**src/rtl/clk_gate_pkg.sv**
```systemverilog
// Shared definitions for the clock-gate enable controller: FSM state
// encoding and default timing constants, so the system controller and any
// bench agree on the numbers.
package clk_gate_pkg;

  localparam logic [1:0] OFF   = 2'b00;
  localparam logic [1:0] WAKE  = 2'b01;
  localparam logic [1:0] ON    = 2'b10;
  localparam logic [1:0] DRAIN = 2'b11;

  typedef enum logic [1:0] {
    ST_OFF   = OFF,
    ST_WAKE  = WAKE,
    ST_ON    = ON,
    ST_DRAIN = DRAIN
  } state_e;

  localparam int DEF_WAKE_CYCLES = 2;
  localparam int DEF_IDLE_CYCLES = 4;
  localparam int DEF_CNT_W       = 4;

endpackage

```
**src/rtl/clk_gate_ctrl_if.sv**
```systemverilog
// Requester <-> clock-gate controller handshake. The master is the system
// controller (drives REQ/BUSY); the slave is clk_gate_ctrl.
interface clk_gate_ctrl_if;

  logic       REQ;
  logic       BUSY;
  logic       CLK_EN;
  logic       ACK;
  logic [1:0] STATE;

  modport master (output REQ, output BUSY, input CLK_EN, input ACK, input STATE);
  modport slave  (input REQ, input BUSY, output CLK_EN, output ACK, output STATE);

endinterface

```
**src/rtl/clk_gate_stats_cnt.sv**
```systemverilog
// 16-bit saturating count of cycles with the gated clock enabled.
// Synchronous clear has priority over increment.
module clk_gate_stats_cnt (
  input  logic        clk,
  input  logic        rst_n,
  input  logic        en_i,
  input  logic        clr_i,
  output logic [15:0] cnt_o
);

  logic [15:0] cnt_q;
  logic [15:0] cnt_d;

  // Next count: clear, else saturating increment while enabled.
  always_comb begin
    // NOTE: default first so every path assigns cnt_d and no latch is inferred.
    cnt_d = cnt_q;
    if (clr_i) begin
      cnt_d = '0;
    end else if (en_i && (cnt_q != 16'hFFFF)) begin
      cnt_d = cnt_q + 16'd1;
    end
  end

  // Count register.
  always_ff @(posedge clk or negedge rst_n) begin
    if (!rst_n) begin
      cnt_q <= '0;
    end else begin
      cnt_q <= cnt_d;
    end
  end

  assign cnt_o = cnt_q;

endmodule

```
**src/rtl/clk_gate_ctrl.sv**
```systemverilog
// Clock-gate enable controller. Produces a registered CLK_EN for a latch
// based clock-gating cell and an ACK once the gated clock is stable; keeps
// the clock running for IDLE_CYCLES after the last use to avoid thrash.
// Optional feature macro: CLK_GATE_STATS_EN adds ON_CYCLES / STATS_CLR.
module clk_gate_ctrl
  import clk_gate_pkg::*;
#(
  parameter int WAKE_CYCLES = DEF_WAKE_CYCLES,
  parameter int IDLE_CYCLES = DEF_IDLE_CYCLES,
  parameter int CNT_W       = DEF_CNT_W
) (
  input  logic              CLK,
  input  logic              RST,
  clk_gate_ctrl_if.slave    gate
`ifdef CLK_GATE_STATS_EN
  ,
  input  logic              STATS_CLR,
  output logic [15:0]       ON_CYCLES
`endif
);

  localparam logic [CNT_W-1:0] WAKE_LOAD = CNT_W'(WAKE_CYCLES - 1);
  localparam logic [CNT_W-1:0] IDLE_LOAD = CNT_W'(IDLE_CYCLES - 1);

  state_e           state_q;
  logic [CNT_W-1:0] cnt_q;
  logic             clk_en_q;
  logic             ack_q;

  // FSM with shared wake/idle down-counter; outputs are registered so
  // CLK_EN only ever changes on a rising CLK edge.
  always_ff @(posedge CLK or negedge RST) begin
    if (!RST) begin
      state_q  <= ST_OFF;
      cnt_q    <= '0;
      clk_en_q <= 1'b0;
      ack_q    <= 1'b0;
    end else begin
      // NOTE: non-blocking assignments so every register samples the
      // pre-edge values of the others, independent of statement order.
      case (state_q)
        ST_OFF: begin
          if (gate.REQ) begin
            state_q  <= ST_WAKE;
            cnt_q    <= WAKE_LOAD;
            clk_en_q <= 1'b1;
          end
        end
        ST_WAKE: begin
          if (!gate.REQ) begin
            state_q <= ST_DRAIN;
            cnt_q   <= IDLE_LOAD;
          end else if (cnt_q != '0) begin
            cnt_q <= cnt_q - CNT_W'(1);
          end else begin
            state_q <= ST_ON;
            ack_q   <= 1'b1;
          end
        end
        ST_ON: begin
          if (!gate.REQ && !gate.BUSY) begin
            state_q <= ST_DRAIN;
            cnt_q   <= IDLE_LOAD;
            ack_q   <= 1'b0;
          end
        end
        ST_DRAIN: begin
          // Clock is still running, so a new request skips the wake phase.
          if (gate.REQ) begin
            state_q <= ST_ON;
            ack_q   <= 1'b1;
          end else if (gate.BUSY) begin
            cnt_q <= IDLE_LOAD;
          end else if (cnt_q == '0) begin
            state_q  <= ST_OFF;
            clk_en_q <= 1'b0;
          end else begin
            cnt_q <= cnt_q - CNT_W'(1);
          end
        end
        default: begin
          state_q  <= ST_OFF;
          cnt_q    <= '0;
          clk_en_q <= 1'b0;
          ack_q    <= 1'b0;
        end
      endcase
    end
  end

  assign gate.CLK_EN = clk_en_q;
  assign gate.ACK    = ack_q;
  assign gate.STATE  = state_q;

`ifdef CLK_GATE_STATS_EN
  clk_gate_stats_cnt u_stats (
    .clk   (CLK),
    .rst_n (RST),
    .en_i  (clk_en_q),
    .clr_i (STATS_CLR),
    .cnt_o (ON_CYCLES)
  );
`endif

endmodule

```
**src/flat_wrapper.sv**
```systemverilog
// flat-port wrapper written by rule: the top's interface ports become plain ports
module clk_gate_ctrl_flat import clk_gate_pkg::*;
#(
  parameter int WAKE_CYCLES = DEF_WAKE_CYCLES,
  parameter int IDLE_CYCLES = DEF_IDLE_CYCLES,
  parameter int CNT_W       = DEF_CNT_W
)
  (CLK, RST, gate_REQ, gate_BUSY, gate_CLK_EN, gate_ACK, gate_STATE);
  clk_gate_ctrl_if gate_i ();
  input  logic CLK;
  input  logic RST;
  input wire logic [$bits(gate_i.REQ)-1:0] gate_REQ;
  input wire logic [$bits(gate_i.BUSY)-1:0] gate_BUSY;
  output wire logic [$bits(gate_i.CLK_EN)-1:0] gate_CLK_EN;
  output wire logic [$bits(gate_i.ACK)-1:0] gate_ACK;
  output wire logic [$bits(gate_i.STATE)-1:0] gate_STATE;
  assign gate_i.REQ = gate_REQ;
  assign gate_i.BUSY = gate_BUSY;
  assign gate_CLK_EN = gate_i.CLK_EN;
  assign gate_ACK = gate_i.ACK;
  assign gate_STATE = gate_i.STATE;
  clk_gate_ctrl #(.WAKE_CYCLES(WAKE_CYCLES), .IDLE_CYCLES(IDLE_CYCLES), .CNT_W(CNT_W)) u_core (.CLK(CLK), .RST(RST), .gate(gate_i));
endmodule
```
**config.mk**
```make
export PLATFORM = sky130hd
export DESIGN_NAME = clk_gate_ctrl_flat
export DESIGN_NICKNAME = d
export VERILOG_FILES = /design/src/rtl/clk_gate_pkg.sv /design/src/rtl/clk_gate_ctrl_if.sv /design/src/rtl/clk_gate_stats_cnt.sv /design/src/rtl/clk_gate_ctrl.sv /design/src/flat_wrapper.sv
export SDC_FILE = /design/constraint.sdc
export NUM_CORES = 1
export LEC_CHECK = 0
export CAP_MARGIN = 20
export CORE_AREA = 2 2 49 51
export DETAILED_ROUTE_END_ITERATION = 8
export DIE_AREA = 0 0 51 53
export HOLD_SLACK_MARGIN = 0.08
export PLACE_DENSITY = 0.48
export RECOVER_POWER = 25
export SETUP_SLACK_MARGIN = 0.2
export SYNTH_ARGS = -nofsm -noshare
export SYNTH_HDL_FRONTEND = slang
export SYNTH_SLANG_ARGS = --single-unit
```
**constraint.sdc**
```tcl
create_clock -name CLK -period 2.85 [get_ports CLK]
set_clock_uncertainty 0.05 [all_clocks]
set_input_delay 0.285 -clock CLK [delete_from_list [all_inputs] [get_ports CLK]]
set_output_delay 0.285 -clock CLK [all_outputs]
set_load 0.01 [all_outputs]
```
Yosys cells after proc, flatten, opt, wreduce, memory -nomap -nowiden

Cells that the tools add are included.

Add/sub/neg operators: 1
Multipliers: 0
Div/mod/pow operators: 0
Order comparisons: 0
Equal/unequal tests: 16
Shift operators: 0
Multiplexer cells: 25
Bitwise gates (word level): 0
Reduce and logical (&&, ||, !) cells: 12

Operators with widths:

| operator                                            | count |
|---|---|
| 2-to-1 mux 4 bit                                    | 7 |
| AND reduction 5 bit                                 | 4 |
| case mux 4 bit (4 select lines)                     | 1 |
| 2-to-1 mux 2 bit                                    | 7 |
| != test 2 bit, second input constant                | 6 |
| != test 3 bit, second input constant                | 3 |
| case mux 2 bit (4 select lines)                     | 1 |
| 2-to-1 mux 1 bit                                    | 7 |
| != test 3 x 2 -> 1 bit, second input constant       | 2 |
| equality test 2 bit, second input constant          | 2 |
| zero test 4 bit                                     | 1 |
| != test 2 x 1 -> 1 bit, second input constant       | 2 |
| nonzero test 4 bit                                  | 1 |
| subtractor 4 x 1 -> 4 bit, second input constant    | 1 |
| case mux 1 bit (3 select lines)                     | 1 |
| nonzero test 3 bit                                  | 1 |
| equality test 2 x 1 -> 1 bit, second input constant | 1 |
| zero test 1 bit                                     | 2 |
| zero test 2 bit                                     | 1 |
| case mux 1 bit (2 select lines)                     | 1 |
| nonzero test 2 bit                                  | 1 |
| logical AND 1 bit                                   | 1 |

Bits in registers: 8
Bits in latches: 0
RAM bits: 0
Memory bits (read-only): 0
Input port bits: 4
Output and inout port bits: 4
Memories kept: 0

Longest topological paths before layout

Depth after elaboration: 5
Gate-level depth with buffers: 6
Mapped depth without buffers: 6

Worst setup path before layout

No wires, ideal clock.

Path kind: flip-flop to flip-flop
From: register u_core.state_q[1], in the netlist u_core.gate.STATE[1]
To: register u_core.cnt_q[1]
Data arrival time: 1.292 ns
Data required time: 2.675 ns
Setup slack: 1.383 ns
Stages on the path, launching flop included: 5
Buffers on the path: 0
Clock period less this slack: 1.467 ns
Cells stage by stage: dfrtp_1 > and2b_4 > o21a_4 > a21oi_4 > mux2_4

Word-level cells in the longest chain between the ends: 3
Elaborated cells on any way between the ends: 11
Classes of those cells: eq/ne: 8; mux: 1; reduce/logical: 2

Ends and longest elaborated chain:

| what                                                  | line                | RTL |
|---|---|---|
| from (decl)                                           | clk_gate_ctrl.sv:25 | `state_e state_q;` |
| from (signal assigned)                                | clk_gate_ctrl.sv:34 | `state_q <= ST_OFF;` |
| from (signal assigned)                                | clk_gate_ctrl.sv:44 | `state_q <= ST_WAKE;` |
| from (signal assigned)                                | clk_gate_ctrl.sv:51 | `state_q <= ST_DRAIN;` |
| equality test 2 bit, or another cell as far along     | clk_gate_ctrl.sv:41 | `case (state_q)` |
| != test 3 bit (no line), or another cell as far along | -                   |  |
| AND reduction 5 bit (no line)                         | -                   |  |
| to (signal assigned)                                  | clk_gate_ctrl.sv:54 | `cnt_q <= cnt_q - CNT_W'(1);` |
| to (signal assigned)                                  | clk_gate_ctrl.sv:78 | `cnt_q <= cnt_q - CNT_W'(1);` |
| to (decl)                                             | clk_gate_ctrl.sv:26 | `logic [CNT_W-1:0] cnt_q;` |

Several ways; a longest one is shown, not always the timed one.
A chain may end at the register's enable or synchronous reset.

Final worst setup path

From: register u_core.state_q[0], in the netlist u_core.gate.STATE[0]
To: output gate_STATE[0]

RTL lines:

| what      | line               | RTL |
|---|---|---|
| to (decl) | flat_wrapper.sv:16 | `output wire logic [$bits(gate_i.STATE)-1:0] gate_STATE;` |

No word-level cell between the ends.

==> results.md <==
* Tcrit/Tclk final at 0.612
* # rows at 17
* Synth Instances at 50
* Crit-path max FO at 11
* Total CTS buffers at 3
* H-tree levels at 1
* Startpoint Class: register
* Hold Slack at 333 ps
* Input/output buffers at 7
* Routed Wire Length at 960 um
* Post-synthesis sequential area ratio at 0.386
* FF-to-FF path depth at 6
* Antenna violations before repair at 0
* Synth warnings at 0
* Final Hold Vio Count at 0
* Pleak at 0.252 nW
* Post-cts sizing count at 0
* Max_cap viols at 0
* Share of layout cells above drive strength 1 at 0.186
* Post-CTS setup buffers at 0
* Syn Nets at 56
* Area delta synth->final at 23.6%
* Final setup violation count at 0
* Worst VDD drop at 0.000151 V
* Simple-Gate Fraction of Synth Area at 0.229
* # DRC at 0
* Drt first-iter violations at 16
* Most common cell after layout, fill and taps aside: dfrtp_1
* Worst EP required at 2520 ps
* Post-synthesis mux area share at 0.0289
* Routed wire length per instance at 11.0 um
* Grt ovf at 0
* Remaining antenna violation count after routing at 0
* Routability Congestion at 0.795
* Kind of critical path: reg -> out
* Adder-cell share of the synthesized area at 0.0482
* CTS root buffer: clkbuf_4
* DIE AREA at 2700 um2
* Vias per std cell at 4.79
* Finished Cell Area at 642 um2
* Final min period at 1740 ps
* CP cell instances: clkdlybuf4s50_1
* Post-DP Area at 619 um2
* Largest family of logic cells by synthesized area: compound AO/OA/AOI/OAI gates
* WP buf/inv at 1
* Crit path largest cell delay at 610 ps
* HP Class: in -> async
* Pwr/cell area at 452 nW/um2
* Vias at 417
* Reg-to-reg startpoint: u_core.cnt_q[0]
* Pre-antenna DRT Iters at 4
* # clock sinks at 8
* Critical R2R Capture: u_core.cnt_q[0]
* Flop and latch count out of synthesis at 8
* Final Core Density at 0.299
* Post-layout power at 0.290 mW
* RSZ-0062 raised after global routing: no
* ANT cells at 0
* R2R Setup Slk at 1210 ps
* Placeable Area at 2150 um2
* Worst slew margin at 0.759
* Die Y at 53 um
* CTS tree: built
* Clk slew on worst S/H paths at 50 ps
* Vias in the first global route at 384
* Post-synthesis compound-gate area fraction at 0.263
* Largest net degree at the start of global routing at 12
* First-pass GRT wire length at 1640 um
* Mapped Area at 519 um2
* Worst-Margin Slew at 360 ps
* Synth Area in XOR/XNOR at 0
* Run status: finished clean
* Nets at 67
* Critical-path top delay cell: clkdlybuf4s50_1
* Most frequent cells in the layout: 8 x dfrtp_1, 6 x clkdlybuf4s50_1, 5 x inv_1, 5 x a21oi_1
* Cell family with most CP delay: buffers and inverters
* Yosys cell types at 24
* Total track usage at 0.0835
* Arrival @ worst endpoint at 1410 ps
* Syn Area/Cell at 10.4 um2
* Crit path capture type: output pin
* I/O Pins at 8
* Worst skew pair latency at 250 ps
* Pins over their slew limit at 0
* Initial core utilization at 0.242
* CP Depth at 1
* Total negative slack at 0 ps
* Chip Width at 51 um
* FMAX at 0.574 GHz
* Hpwl dp at 750 um
* CTS max path bufs at 2
* Post-CTS Hold Buffers at 0
==> cell families after synthesis <==
| group | Yosys count |
|---|---|
| fa+ha+maj | 2 |
| buf+inv | 6 |
| compound gates | 19 |
| flops | 8 |
| simple gates | 14 |
| mux | 1 |
==> area by class of cell <==
type / instances / area, um2
Clock buffer: 3 / 22.5
Fill cell: 216 / 1510
Inverter: 5 / 18.8
Multi-Input combinational cell: 36 / 295
Sequential cell: 8 / 200
Tap cell: 28 / 35.0
Timing Repair Buffer: 7 / 70.1
==> worst max-delay path by stage <==
stage                         startpoint              end  slack (ps)
detailed placement              gate_REQ  u_core.cnt_q[1]         930
floorplan           u_core.gate.STATE[1]  u_core.cnt_q[1]        1380
CTS                 u_core.gate.STATE[0]    gate_STATE[0]        1110
global placement                gate_REQ  u_core.cnt_q[1]         960
finish              u_core.gate.STATE[0]    gate_STATE[0]        1110
global route        u_core.gate.STATE[0]    gate_STATE[0]        1070
==> metal layers <==
metal / GRT usage / vias to the layer above / wire length (um)
li1: - / 201 / -
met1: 0.113 / 197 / 493
met2: 0.119 / 17 / 402
met3: 0.00847 / 2 / 46
met4: 0.0676 / 0 / 17
met5: 0 / - / 0
==> synthesized netlist by cell type (all sizes together) <==
master	instances	area share
nor2b	2	0.029
inv	5	0.036
ha	2	0.048
o21ai	4	0.039
dfrtp	8	0.39
a22oi	1	0.014
mux2	1	0.029
a31oi	2	0.024
and2b	1	0.019
or4	1	0.014
o21a	1	0.029
nand2	4	0.029
nand3	1	0.0096
o211ai	3	0.043
a21oi	6	0.080
nor2	1	0.0072
nor3b	2	0.072
buf	1	0.0096
o311ai	2	0.034
or3b	1	0.017
nor3	1	0.031
==> through the flow <==
step	cells	worst slack [ps]
2_1_floorplan	50	1380
3_3_place_gp	84	958
3_5_place_dp	84	935
4_1_cts	87	1110
5_1_grt	87	1070
6_report	87	1110
==> power breakdown <==
part | switching [mW] | internal [mW]
logic | 0.0331 | 0.0348
clock network | 0.0349 | 0.0479
registers | 0.0152 | 0.124
==> state kept, by name (all words and copies together) (netlist names) <==
register            count
u_core.gate.CLK_EN      1
u_core.gate.ACK         1
u_core.cnt_q            4
u_core.gate.STATE       2
(Power assumes the default switching activity.)
